## src/rtl/alu_seq_pkg.sv

```systemverilog
// Shared codes and types for the ALU command sequencer.
// Command opcodes, ALU function selects and the sequencer state encoding.
package alu_seq_pkg;

   localparam int WIDTH = 16;

   localparam logic [2:0] OP_AND = 3'b000;
   localparam logic [2:0] OP_OR  = 3'b001;
   localparam logic [2:0] OP_ADD = 3'b010;
   localparam logic [2:0] OP_SUB = 3'b011;
   localparam logic [2:0] OP_SLT = 3'b100;
   localparam logic [2:0] OP_MUL = 3'b101;

   localparam logic [1:0] ALUOP_AND = 2'b00;
   localparam logic [1:0] ALUOP_OR  = 2'b01;
   localparam logic [1:0] ALUOP_ADD = 2'b10;

   typedef enum logic [1:0] {
      ST_IDLE = 2'b00,
      ST_EXEC = 2'b01,
      ST_MUL  = 2'b10,
      ST_RESP = 2'b11
   } state_e;

   function automatic logic op_legal(input logic [2:0] op);
      return op <= OP_MUL;
   endfunction

endpackage

```

## src/rtl/alu_seq_mul_dp.sv

```systemverilog
// Shift-add multiply datapath: high accumulator P, multiplier Q, multiplicand M.
// One ALU add per step; the carry-out becomes the new top bit of P.
module alu_seq_mul_dp #(
   parameter int WIDTH     = 16,
   parameter int MUL_STEPS = 16
) (
   input  logic             clk,
   input  logic             rst_n,
   input  logic             load,
   input  logic             step,
   input  logic [WIDTH-1:0] load_a,
   input  logic [WIDTH-1:0] load_b,
   input  logic [WIDTH-1:0] alu_result,
   input  logic             alu_carry,
   output logic [WIDTH-1:0] alu_a,
   output logic [WIDTH-1:0] alu_b,
   output logic             done,
   output logic [WIDTH-1:0] p_nxt,
   output logic [WIDTH-1:0] q_nxt
);

   localparam int CNT_W = $clog2(MUL_STEPS) + 1;

   logic [WIDTH-1:0] p, q, m;
   logic [CNT_W-1:0] cnt;

   assign alu_a = p;
   assign alu_b = q[0] ? m : '0;
   assign done  = (cnt == CNT_W'(MUL_STEPS - 1));

   // {P,Q} <= {carry, sum, Q} >> 1
   assign p_nxt = {alu_carry, alu_result[WIDTH-1:1]};
   assign q_nxt = {alu_result[0], q[WIDTH-1:1]};

   always_ff @(posedge clk or negedge rst_n) begin
      if (!rst_n) begin
         p   <= '0;
         q   <= '0;
         m   <= '0;
         cnt <= '0;
      end else if (load) begin
         p   <= '0;
         q   <= load_b;
         m   <= load_a;
         cnt <= '0;
      end else if (step) begin
         p   <= p_nxt;
         q   <= q_nxt;
         cnt <= cnt + 1'b1;
      end
   end

endmodule

```

## src/rtl/alu_sequencer.sv

```systemverilog
// Multi-cycle command front end for an external 16-bit ripple-carry ALU.
// Builds SUB/SLT/MUL from the ALU's AND/OR/ADD primitives and returns a registered response.
module alu_sequencer
   import alu_seq_pkg::*;
#(
   parameter int WIDTH     = 16,
   parameter int MUL_STEPS = 16
) (
   input  logic             Clock,
   input  logic             Reset_n,
   input  logic             CmdValid,
   output logic             CmdReady,
   input  logic [2:0]       CmdOp,
   input  logic [WIDTH-1:0] CmdA,
   input  logic [WIDTH-1:0] CmdB,
   output logic             RspValid,
   input  logic             RspReady,
   output logic [WIDTH-1:0] RspResult,
   output logic [WIDTH-1:0] RspHigh,
   output logic             RspZero,
   output logic             RspCarry,
   output logic             RspError,
   output logic [WIDTH-1:0] AluA,
   output logic [WIDTH-1:0] AluB,
   output logic [1:0]       AluOp,
   output logic             AluBNegate,
   input  logic [WIDTH-1:0] AluResult,
   input  logic             AluZero,
   input  logic             AluCarryOut
);

   state_e           state, state_nxt;
   logic [2:0]       op_q;
   logic [WIDTH-1:0] a_q, b_q;
   logic [WIDTH-1:0] res_q, high_q;
   logic             zero_q, carry_q, err_q;

   logic             accept, mul_load, mul_done;
   logic [WIDTH-1:0] mul_a, mul_b, mul_p_nxt, mul_q_nxt;
   logic             slt_ovf;
   logic [WIDTH-1:0] exec_res;
   logic             exec_zero, exec_carry;

   assign accept   = CmdValid && (state == ST_IDLE);
   assign mul_load = accept && (CmdOp == OP_MUL);

   alu_seq_mul_dp #(
      .WIDTH     (WIDTH),
      .MUL_STEPS (MUL_STEPS)
   ) u_mul_dp (
      .clk        (Clock),
      .rst_n      (Reset_n),
      .load       (mul_load),
      .step       (state == ST_MUL),
      .load_a     (CmdA),
      .load_b     (CmdB),
      .alu_result (AluResult),
      .alu_carry  (AluCarryOut),
      .alu_a      (mul_a),
      .alu_b      (mul_b),
      .done       (mul_done),
      .p_nxt      (mul_p_nxt),
      .q_nxt      (mul_q_nxt)
   );

   // SLT from A + ~B + 1: sign of the difference corrected for signed overflow
   assign slt_ovf    = (a_q[WIDTH-1] != b_q[WIDTH-1]) && (AluResult[WIDTH-1] != a_q[WIDTH-1]);
   assign exec_res   = (op_q == OP_SLT) ? {{(WIDTH-1){1'b0}}, AluResult[WIDTH-1] ^ slt_ovf}
                                        : AluResult;
   assign exec_zero  = (op_q == OP_SLT) ? (exec_res == '0) : AluZero;
   assign exec_carry = ((op_q == OP_ADD) || (op_q == OP_SUB)) && AluCarryOut;

   always_comb begin
      state_nxt  = state;
      CmdReady   = 1'b0;
      RspValid   = 1'b0;
      AluA       = '0;
      AluB       = '0;
      AluOp      = ALUOP_AND;
      AluBNegate = 1'b0;
      case (state)
         ST_IDLE: begin
            CmdReady = 1'b1;
            if (CmdValid) begin
               if (!op_legal(CmdOp))     state_nxt = ST_RESP;
               else if (CmdOp == OP_MUL) state_nxt = ST_MUL;
               else                      state_nxt = ST_EXEC;
            end
         end
         ST_EXEC: begin
            AluA = a_q;
            AluB = b_q;
            case (op_q)
               OP_AND:  AluOp = ALUOP_AND;
               OP_OR:   AluOp = ALUOP_OR;
               OP_ADD:  AluOp = ALUOP_ADD;
               default: begin
                  AluOp      = ALUOP_ADD;
                  AluBNegate = 1'b1;
               end
            endcase
            state_nxt = ST_RESP;
         end
         ST_MUL: begin
            AluA  = mul_a;
            AluB  = mul_b;
            AluOp = ALUOP_ADD;
            if (mul_done) state_nxt = ST_RESP;
         end
         ST_RESP: begin
            RspValid = 1'b1;
            if (RspReady) state_nxt = ST_IDLE;
         end
         default: state_nxt = ST_IDLE;
      endcase
   end

   always_ff @(posedge Clock or negedge Reset_n) begin
      if (!Reset_n) begin
         state   <= ST_IDLE;
         op_q    <= '0;
         a_q     <= '0;
         b_q     <= '0;
         res_q   <= '0;
         high_q  <= '0;
         zero_q  <= 1'b0;
         carry_q <= 1'b0;
         err_q   <= 1'b0;
      end else begin
         state <= state_nxt;
         if (accept) begin
            op_q    <= CmdOp;
            a_q     <= CmdA;
            b_q     <= CmdB;
            res_q   <= '0;
            high_q  <= '0;
            zero_q  <= 1'b0;
            carry_q <= 1'b0;
            err_q   <= !op_legal(CmdOp);
         end else if (state == ST_EXEC) begin
            res_q   <= exec_res;
            zero_q  <= exec_zero;
            carry_q <= exec_carry;
         end else if (state == ST_MUL && mul_done) begin
            res_q  <= mul_q_nxt;
            high_q <= mul_p_nxt;
            zero_q <= (mul_q_nxt == '0);
         end
      end
   end

   assign RspResult = res_q;
   assign RspHigh   = high_q;
   assign RspZero   = zero_q;
   assign RspCarry  = carry_q;
   assign RspError  = err_q;

endmodule

```

## config.mk

```make
export PLATFORM = sky130hd
export DESIGN_NAME = alu_sequencer
export DESIGN_NICKNAME = d
export VERILOG_FILES = /design/src/rtl/alu_seq_pkg.sv /design/src/rtl/alu_seq_mul_dp.sv /design/src/rtl/alu_sequencer.sv
export SDC_FILE = /design/constraint.sdc
export NUM_CORES = 1
export LEC_CHECK = 0
export BUFFER_PORTS_ARGS = -buffer_cell sky130_fd_sc_hd__buf_2
export CAP_MARGIN = 0
export CORE_ASPECT_RATIO = 0.9
export CORE_MARGIN = 4
export CORE_UTILIZATION = 51
export CTS_BUF_LIST = sky130_fd_sc_hd__clkbuf_8
export DETAILED_ROUTE_END_ITERATION = 12
export PLACE_DENSITY_LB_ADDON = 0.05
export SYNTH_ARGS = -nofsm -noshare
export SYNTH_HDL_FRONTEND = slang
export SYNTH_SLANG_ARGS = --single-unit
```

## constraint.sdc

```tcl
create_clock -name Clock -period 2 [get_ports Clock]
set_clock_uncertainty 0.2 [all_clocks]
set_input_delay 0.1 -clock Clock [delete_from_list [all_inputs] [get_ports Clock]]
set_output_delay 0.1 -clock Clock [all_outputs]
set_load 0.03 [all_outputs]
```

==> results of run 1 <==
[flip-flops by register name (all words and copies together) (netlist names)]
signal / flops
RspHigh: 16
RspResult: 16
a_q: 16
b_q: 16
u_mul_dp.alu_a: 16
u_mul_dp.m: 16
u_mul_dp.q: 16
u_mul_dp.cnt: 5
op_q: 3
state: 2
RspCarry: 1
RspError: 1
RspZero: 1
[layer usage]
metal  vias up  share of wire, %
li1       2205                 -
met5         -                 0
met3        30               8.1
met2       233                47
met4         0               2.1
met1      2460                43
[area by class of cell]
class | count | area [um2]
clock inverters | 11 | 163
fillers | 691 | 2190
repair buffers | 249 | 2360
well taps | 152 | 190
multi-input cells | 314 | 2550
clock buffers | 21 | 289
flip-flops and latches | 125 | 3130
inverters | 6 | 22.5
[power breakdown]
part	switching (mW)	total, mW	leakage (nW)	internal, mW
Clock	1.02	2.51	0.229	1.48
Combinational	3.98	7.71	2.28	3.72
Sequential	0.920	4.64	1.55	3.72
Total	5.93	14.9	4.06	8.93
[worst register-to-register path: cells and delay by family (launching register included)]
family                   cells  cell delay, ns
buffers and inverters        5            0.68
flip-flops                   1            0.40
multiplexers                 1            0.33
AND/OR/NAND/NOR              2            0.28
adder cells (fa/ha/maj)      1            0.16
[through the flow]
stage	cells	hold slack, ns	power (mW)
detailed placement	752	-0.0694	10.5
floorplan	480	-0.396	8.61
CTS	849	0.0244	14.0
global placement	752	-0.0668	10.3
global route	878	0.0652	15.6
finish	878	0.0212	14.9
[Yosys cell counts (all sizes together)]
cell and count:
nand2b 2, nand4b 2, nand2 43, clkbuf 6, nor3 3, and2b 2
o21bai 1, nor2b 14, ha 7, nand4 1, dfrtp 125, o21ai 38
buf 29, mux2i 33, nor4 4, nor2 24, xor2 2, nor3b 1
mux2 53, or3b 1, inv 6, a31oi 16, o211ai 3, a21o 1
a21oi 4, and3 4, and2 4, a222oi 1, xnor2 1, nand3 2
a22o 47
[cells by family after synthesis]
group                      count (synthesis)  share of synthesized area (%)
DFF                                      125                           54.7
AOI/OAI and AO/OA                        111                           13.5
and+or+nand+nor                          107                           9.50
muxes                                     86                           16.2
buffers and inverters                     41                           4.07
adders and majority gates                  7                           1.53
xor gates and xnor gates                   3                          0.460
[path summary, 6_finish.rpt]
kind                            endpoint     start  depth (start not counted)
max                             AluB[10]  state[0]                          6
min                             state[0]   Reset_n                          3
max reg2reg                u_mul_dp.m[9]  state[0]                          9
min reg2reg                     RspError  RspError                          2
max in group asynchronous  u_mul_dp.q[9]   Reset_n                          3
min in group Clock         u_mul_dp.q[3]   CmdB[3]                          4
[repair_timing]
item / CTS / global route
gates cloned: 3 / 12
setup buffers: 7 / 17
gates resized for setup: 90 / 58
endpoints found under the hold margin: 245 / 0
endpoints found under the setup margin: 35 / 129
hold buffers: 56 / 0
pin swaps: 21 / 10
==> impl_metrics.tcl, run 1 <==
set metrics [dict create \
    rsz0062_at_grt "true" \
    final_cell_mix "dfrtp_1 (125), buf_2 (93), dlygate4sd3_1 (56)" \
    cp_cell_sequence "inv_2, ha_4, buf_6, and3_4, a22o_1, buf_6" \
    cts_tree "built" \
    rows 36 \
    synth-seq-cells 125 \
    tns_ns -13.00 \
    num_vias 4928 \
    portBuffers 128 \
    pre_cts_slack_ns 0.0258 \
    track_usage_pct 26.6 \
    drv_cap 0 \
    clk_latency_ns 0.44 \
    placed_area_mm2 0.00671 \
    grt.busiest_layer "met2" \
    crit_path_max_incr_delay_ns 0.37 \
    seq_area_frac_synth_pct 54.7 \
    grt_first_pass_wirelength_um 26500 \
    ant_nets 0 \
    hold_class "in -> async" \
    finalSetupViolCount 112 \
    cts-buffers-inserted 17 \
    synth_area_per_cell_um2 11.9 \
    netlist.area_leader.share_pct 54.7 \
    clock-sinks 125 \
    fin_area_mm2 0.00871 \
    wirelength_um 18300 \
    drc 0 \
    antenna_found_initial 0 \
    cts_root_buffer "clkbuf_8" \
    area_growth_pct 52.4 \
    gp_congestion 0.805 \
    final.min_clock_period_ns 2.25 \
    p_leak_nw 4.06 \
    core_area_mm2 0.0109 \
    worstSetupPathType "reg -> out" \
    r2r_setup_slack_ns -0.17 \
    grt_use_met1_pct 38.5 \
    chipHeight_um 108 \
    htreeDepth 4 \
    synth_area_leaders "dfrtp_1 (55%), mux2_2 (10%), a22o_1 (7.2%), mux2i_1 (5.8%), nand2_1 (2.8%)" \
    place.detailed.hpwl_um 10500 \
    met3_usage_pct 6.59 \
    fmax_mhz 444 \
    startpoint_type "flip-flop" \
    synthCells 480 \
    yosysTopAreaCell "dfrtp_1" \
    dieArea_mm2 0.0130 \
    status "complete, but fails checks" \
    fin_ws_ns -0.254 \
    layout.nets 777 \
    slowest_stage "dfrtp_1" \
    worst_setup_path_end_kind "primary output" \
    tightest_slew_ns 0.545 \
    crit_fanout 16 \
    drt-initial-drc-count 372 \
    overflow 0 \
    first_global_vias 4826 \
    hold_violations 0 \
    ys_warn_count 0 \
    path_delay_family "flip-flops" \
    vdd_drop_max_mv 1.06 \
    pwr_density_cell_mw_per_mm2 1710 \
    io_pins 129 \
    insertedDiodeCount 0 \
    violations "setup timing" \
    wl_per_cell_um 20.9 \
    cts.clk_slew.worst_paths_ns 0.07 \
    final_util_pct 79.9 \
    use_met2_pct 39.1 \
    start_util_pct 52.4 \
    via_per_inst 5.61 \
    syn_area_mm2 0.00571 \
    final_common_cell "dfrtp_1" \
    die_w_um 120 \
    crit_buf_inv 3 \
    drtPass1Iterations 5 \
    min_period_over_period_pct 113 \
    slew_violations 0 \
    required_ns 1.70 \
    syn_nets 544 \
    drive_gt1_share_pct 43.9 \
    clockBufferDepth 2 \
    yosysUniqueCellTypes 35 \
    arrival_ns 1.95 \
    cp_common_cell "buf_6" \
    grt_max_degree 70 \
    max-slew-margin-rel_pct 63.7 \
]
Power figures use the tool's default switching activity.
==> run 2: changes to the inputs <==
CORE_UTILIZATION = 40   (was 51)
==> run 2 against run 1 <==
  * The run still ends with setup timing left
  * Via count fell by 6.0%
  * Combinational power fell by 4.2%
  * Fmax barely moved
  * Global-route usage fell by 5.0 points
  * Worst setup slack got worse by 0.0012 ns
  * Largest cell class unchanged
  * Cell area fell by 0.63%
  * Critical endpoint is now AluA[14]
==> impl_metrics.tcl, run 2 (synthesis gave the netlist of run 1 again) <==
set metrics [dict create \
    status "complete, but fails checks" \
    violations "setup timing" \
    fmax_mhz 444 \
    worst_setup_path_end_kind "primary output" \
    required_ns 1.70 \
    die_w_um 134 \
    insertedDiodeCount 0 \
    p_seq_share_pct 32.4 \
    vdd_drop_max_mv 0.854 \
    via_per_inst 5.11 \
    combPwrFrac_pct 52.1 \
    power.clock.fraction_pct 15.4 \
    fin_cells 906 \
    timing.rr.end "u_mul_dp.m[2]" \
    cts_tree "built" \
    final_util_pct 61.8 \
    cts_root_buffer "clkbuf_8" \
    clockBufferDepth 2 \
    clk_latency_ns 0.44 \
    crit_fanout 16 \
    cts-buffers-inserted 17 \
    placed_cells 790 \
    placed_area_mm2 0.00674 \
    cp_cell_sequence "inv_2, ha_4, and2_4, buf_16, a22o_1, buf_6" \
    crit_buf_inv 3 \
    first_global_vias 4792 \
    slew_violations 0 \
    grt_max_degree 52 \
    r2r_start "state[0]" \
    start_util_pct 40.8 \
    whs_ns 0.0401 \
    drt-initial-drc-count 255 \
    rsz0062_at_grt "true" \
    drc 0 \
    final_common_cell "dfrtp_1" \
    htreeDepth 4 \
    drtPass1Iterations 5 \
    track_usage_pct 21.7 \
    portBuffers 128 \
    final.min_clock_period_ns 2.25 \
    min_period_over_period_pct 113 \
    antenna_found_initial 0 \
    r2r.worst_path.cells 9 \
    path_delay_family "buffers and inverters" \
    crit_path_max_incr_delay_ns 0.39 \
    hold_class "in -> async" \
    wirelength_um 17700 \
    fin_ws_ns -0.255 \
    place.detailed.hpwl_um 11100 \
    gp_congestion 0.831 \
    startpoint_type "flip-flop" \
    slowest_stage "dfrtp_1" \
    wl_per_cell_um 19.5 \
    core_area_mm2 0.0140 \
    arrival_ns 1.95 \
    rows 41 \
    pwr_density_cell_mw_per_mm2 1640 \
    ant_nets 0 \
    finalSetupViolCount 57 \
    chipHeight_um 121 \
    area_growth_pct 51.4 \
    worstSetupPathType "reg -> out" \
    p_leak_nw 4.03 \
    p_switching_mw 5.66 \
    grt_first_pass_wirelength_um 26900 \
    r2r_setup_slack_ns -0.06 \
    fin_area_mm2 0.00865 \
    drive_gt1_share_pct 41.9 \
    hold_violations 0 \
    clock-sinks 125 \
    max-slew-margin-rel_pct 67.2 \
    drv_cap 0 \
    dieArea_mm2 0.0163 \
    num_vias 4631 \
    layout.nets 764 \
    final_cell_mix "dfrtp_1 (125), buf_2 (92), dlygate4sd3_1 (56)" \
    cts.clk_slew.worst_paths_ns 0.07 \
    swShare_pct 39.9 \
    tightest_slew_ns 0.492 \
    io_pins 129 \
    p_int_mw 8.51 \
    overflow 0 \
]
==> run 2: cell types whose count changed in the layout (fill, tap and decap cells not counted), moves of 4 or more <==
cell,previous run,this run
inv_1,5,9
o21ai_1,19,23
mux2_4,3,18
buf_4,29,17
o21ai_0,14,9
mux2_2,50,35
==> run 2: power groups by stage <==
stage	registers, mW	logic, mW	clock network, mW
floorplan	4.78	3.83	0
global placement	4.56	5.79	0
detailed placement	4.59	5.87	0
CTS	4.55	6.95	2.24
global route	4.75	7.97	2.35
finish	4.59	7.39	2.19
==> run 2: per-stage QoR <==
stage / setup slack [ns] / setup TNS (ns) / power (mW)
2_1_floorplan: -0.0239 / -0.126 / 8.61
3_3_place_gp: 0.00609 / 0 / 10.4
3_5_place_dp: -0.0468 / -0.0529 / 10.5
4_1_cts: -0.272 / -11.11 / 13.7
5_1_grt: -0.343 / -14.41 / 15.1
6_report: -0.255 / -8.38 / 14.2
==> run 2: how the worst max path moves through the flow <==
| stage | start | endpoint | slack (ns) | depth (start not counted) |
|---|---|---|---|---|
| 2_1_floorplan | state[0] | u_mul_dp.m[10] | -0.02 | 6 |
| 3_3_place_gp | u_mul_dp.cnt[1] | RspResult[0] | 0.006 | 7 |
| 3_5_place_dp | u_mul_dp.cnt[0] | RspResult[0] | -0.05 | 7 |
| 4_1_cts | state[0] | AluA[15] | -0.27 | 6 |
| 5_1_grt | state[1] | AluA[14] | -0.34 | 6 |
| 6_report | state[1] | AluA[14] | -0.25 | 6 |
==> run 2: worst register-to-register path, stage by stage, from the launching register on <==
cell,delay [ns]
dfrtp_1,0.40
inv_2,0.10
buf_6,0.11
buf_6,0.09
ha_4,0.15
nand2_4,0.07
nor3_4,0.19
buf_12,0.16
clkbuf_16,0.16
mux2_4,0.30
==> run 2: cell type report <==
cell class	instances	area [um2]
inverters	6	22.5
fillers	1155	5350
flip-flops and latches	125	3130
multi-input cells	314	2600
well taps	193	241
clock inverters	11	101
clock buffers	21	289
repair buffers	236	2270
==> run 2: routing by layer <==
metal  GRT usage (%)  routed length [um]  share of wire (%)
met1            31.5                8500                 48
met2            31.8                7890                 45
met3            6.01                1130                6.4
met4            5.91                 160               0.90
met5               0                   0                  0
==> run 2: repair_timing <==
| item | 4_1_cts | 5_1_grt |
|---|---|---|
| pin swaps | 14 | 14 |
| hold endpoints to repair | 245 | 0 |
| hold buffers | 57 | 0 |
| setup endpoints to repair | 51 | 129 |
| gates resized for setup | 92 | 72 |
| gates cloned | 4 | 9 |
| buffers inserted | 6 | 10 |
==> run 3: changes to the inputs <==
ABC_AREA = 1   (was default)
SLEW_MARGIN = 20   (was default)
==> run 3 against run 2 <==
  * The run still ends with setup timing left
  * Routed wire length grew 10%
  * Clock power grew 9%
  * Total power rose by 4.4%
  * Sequential power down 4.4%
  * Via count up 20%
  * Global-route usage increased by 1.6 points
  * Cell area rose by 0.26%
  * Combinational power up 8.5%
  * Sequential share of layout area decreased by 0.094 points
  * Sequential cell count unchanged
  * Critical endpoint is now AluB[6]
  * Highest routed layer unchanged
==> impl_metrics.tcl, run 3 <==
set metrics [dict create \
    insertedDiodeCount 0 \
    min_period_over_period_pct 106 \
    final_common_cell "nand2_1" \
    synth_flop_cell "dfrtp_1" \
    drive_gt1_share_pct 31.8 \
    arrival_ns 1.82 \
    grt_max_degree 52 \
    yosysTopAreaCell "dfrtp_1" \
    syn_area_mm2 0.00595 \
    core_area_mm2 0.0147 \
    fillerInstances 1333 \
    rows 42 \
    dieArea_mm2 0.0169 \
    grt_first_pass_wirelength_um 29400 \
    drv_cap 0 \
    layout.nets 965 \
    first_global_vias 5417 \
    num_vias 5545 \
    timing.rr.end "RspResult[13]" \
    overflow 0 \
    worst_setup_path_end_kind "primary output" \
    drc 0 \
    synth_most_common_cell "nand2_1" \
    wl_per_cell_um 17.5 \
    r2r_setup_slack_ns 0.01 \
    combPwrFrac_pct 54.2 \
    clock-sinks 125 \
    synthArstFlopShare_pct 100 \
    wirelength_um 19500 \
    r2r_start "state[1]" \
    fmax_mhz 471 \
    p_int_mw 8.25 \
    hp-start "CmdA[13]" \
    syn_nets 747 \
    antenna_found_initial 0 \
    worstSetupPathType "reg -> out" \
    vdd_drop_max_mv 0.802 \
    p_seq_share_pct 29.7 \
    pwr_density_cell_mw_per_mm2 1710 \
    portBuffers 128 \
    synth_edf_count 0 \
    cts_root_buffer "clkbuf_8" \
    finalSetupViolCount 34 \
    io_pins 129 \
    hold_violations 0 \
    place.detailed.hpwl_um 13800 \
    clk_latency_ns 0.44 \
    swShare_pct 44.2 \
    hold_class "in -> reg" \
    rsz0062_at_grt "true" \
    p_switching_mw 6.54 \
    synth_area_leaders "dfrtp_1 (53%), nand2_1 (11%), o21ai_0 (7.0%), inv_1 (5.9%), nand3_1 (3.4%)" \
    r2r.worst_path.cells 10 \
    tightest_slew_ns 0.305 \
    fin_area_mm2 0.00868 \
    yosysUniqueCellTypes 34 \
    clockBufferDepth 2 \
    min_to "a_q[13]" \
    ys_warn_count 0 \
    cts_tree "built" \
    area_growth_pct 45.8 \
    via_per_inst 4.99 \
    pre_cts_slack_ns -0.0113 \
    cts-buffers-inserted 17 \
    cts.clk_slew.worst_paths_ns 0.07 \
    start_util_pct 40.6 \
    drtPass1Iterations 5 \
    synth_common_cells "nand2_1 (168), dfrtp_1 (125), inv_1 (93)" \
    drt-initial-drc-count 376 \
    final_cell_mix "nand2_1 (167), dfrtp_1 (125), inv_1 (96)" \
    htreeDepth 4 \
    synthCells 683 \
    max-slew-margin-rel_pct 79.7 \
    synth-seq-cells 125 \
    crit_fanout 5 \
    track_usage_pct 23.2 \
    seq_area_frac_synth_pct 52.6 \
    gp_congestion 0.832 \
    power.total_mw 14.8 \
    violations "setup timing" \
    ant_nets 0 \
    required_ns 1.70 \
    startpoint_type "flip-flop" \
    chipHeight_um 124 \
    hold_depth 4 \
    final.min_clock_period_ns 2.12 \
    status "complete, but fails checks" \
    slew_violations 0 \
    fin_ws_ns -0.123 \
    die_w_um 137 \
    netlist.area_leader.share_pct 52.6 \
    p_leak_nw 4.29 \
    synth_area_per_cell_um2 8.71 \
    placed_area_mm2 0.00692 \
    power.clock.fraction_pct 16.1 \
]
==> run 3: critical path, cell delays in order, from the launching register on <==
cell and delay, ns:
dfrtp_1 0.36, inv_2 0.08, ha_4 0.31, buf_12 0.13, clkbuf_16 0.15, nand3_2 0.08, o21ai_1 0.10, buf_4 0.18
==> run 3: what timing repair did <==
action | CTS | global route
setup buffers | 13 | 6
pin swaps | 5 | 4
hold buffers | 59 | 0
setup endpoints to repair | 40 | 90
hold endpoints to repair | 245 | 0
resized for setup | 74 | 74
cloned | 1 | 2
==> run 3: through the flow <==
step	TNS (ns)	cells	utilization, %	hold slack (ns)
global route	-6.33	1112	59.2	0.195
CTS	-3.98	1104	56.5	0.192
detailed placement	-0.0187	999	47.2	-0.0715
finish	-2.66	1112	59.2	0.217
global placement	0	999	47.2	-0.0781
floorplan	-2.02	683	-	-0.396
==> run 3: worst max path at each step <==
stage,from,end,slack (ns),cells after the start
finish,state[1],AluB[6],-0.12,7
global route,state[0],AluB[4],-0.20,6
CTS,state[0],AluOp[0],-0.16,6
detailed placement,state[1],u_mul_dp.alu_a[15],-0.01,8
global placement,state[1],u_mul_dp.alu_a[5],0.03,8
floorplan,state[0],AluB[0],-0.17,6
==> run 3: logic make-up (layout without fill, tap and decap cells) <==
family                     after synthesis  count (layout)  share of synthesized area, %
xor gates and xnor gates                 1               1                         0.147
and+or+nand+nor                        244             244                          18.0
DFF                                    125             125                          52.6
AOI/OAI and AO/OA                      170             170                          17.5
buffers and inverters                  136             367                          10.3
adders and majority gates                7               7                          1.47
==> run 3: power by group through the flow <==
stage / clock network, mW / registers (mW) / logic, mW
floorplan: 0 / 4.69 / 3.86
global placement: 0 / 4.35 / 6.03
finish: 2.38 / 4.39 / 8.02
CTS: 2.41 / 4.35 / 7.18
global route: 2.52 / 4.50 / 8.62
detailed placement: 0 / 4.38 / 6.14
==> run 3: cell type report <==
class	count	area, um2	area share, %
flip-flops and latches	125	3130	36.1
multi-input cells	422	2470	28.5
repair buffers	235	2010	23.1
inverters	100	393	4.53
clock buffers	22	303	3.49
well taps	198	248	2.86
clock inverters	10	121	1.40
==> run 3: routing by layer <==
metal	track usage [%]	share of wire (%)	wire (um)
met1	32.4	45	8860
met2	37.4	49	9540
met3	4.60	4.6	890
met4	5.79	1.1	213
met5	0	0	0
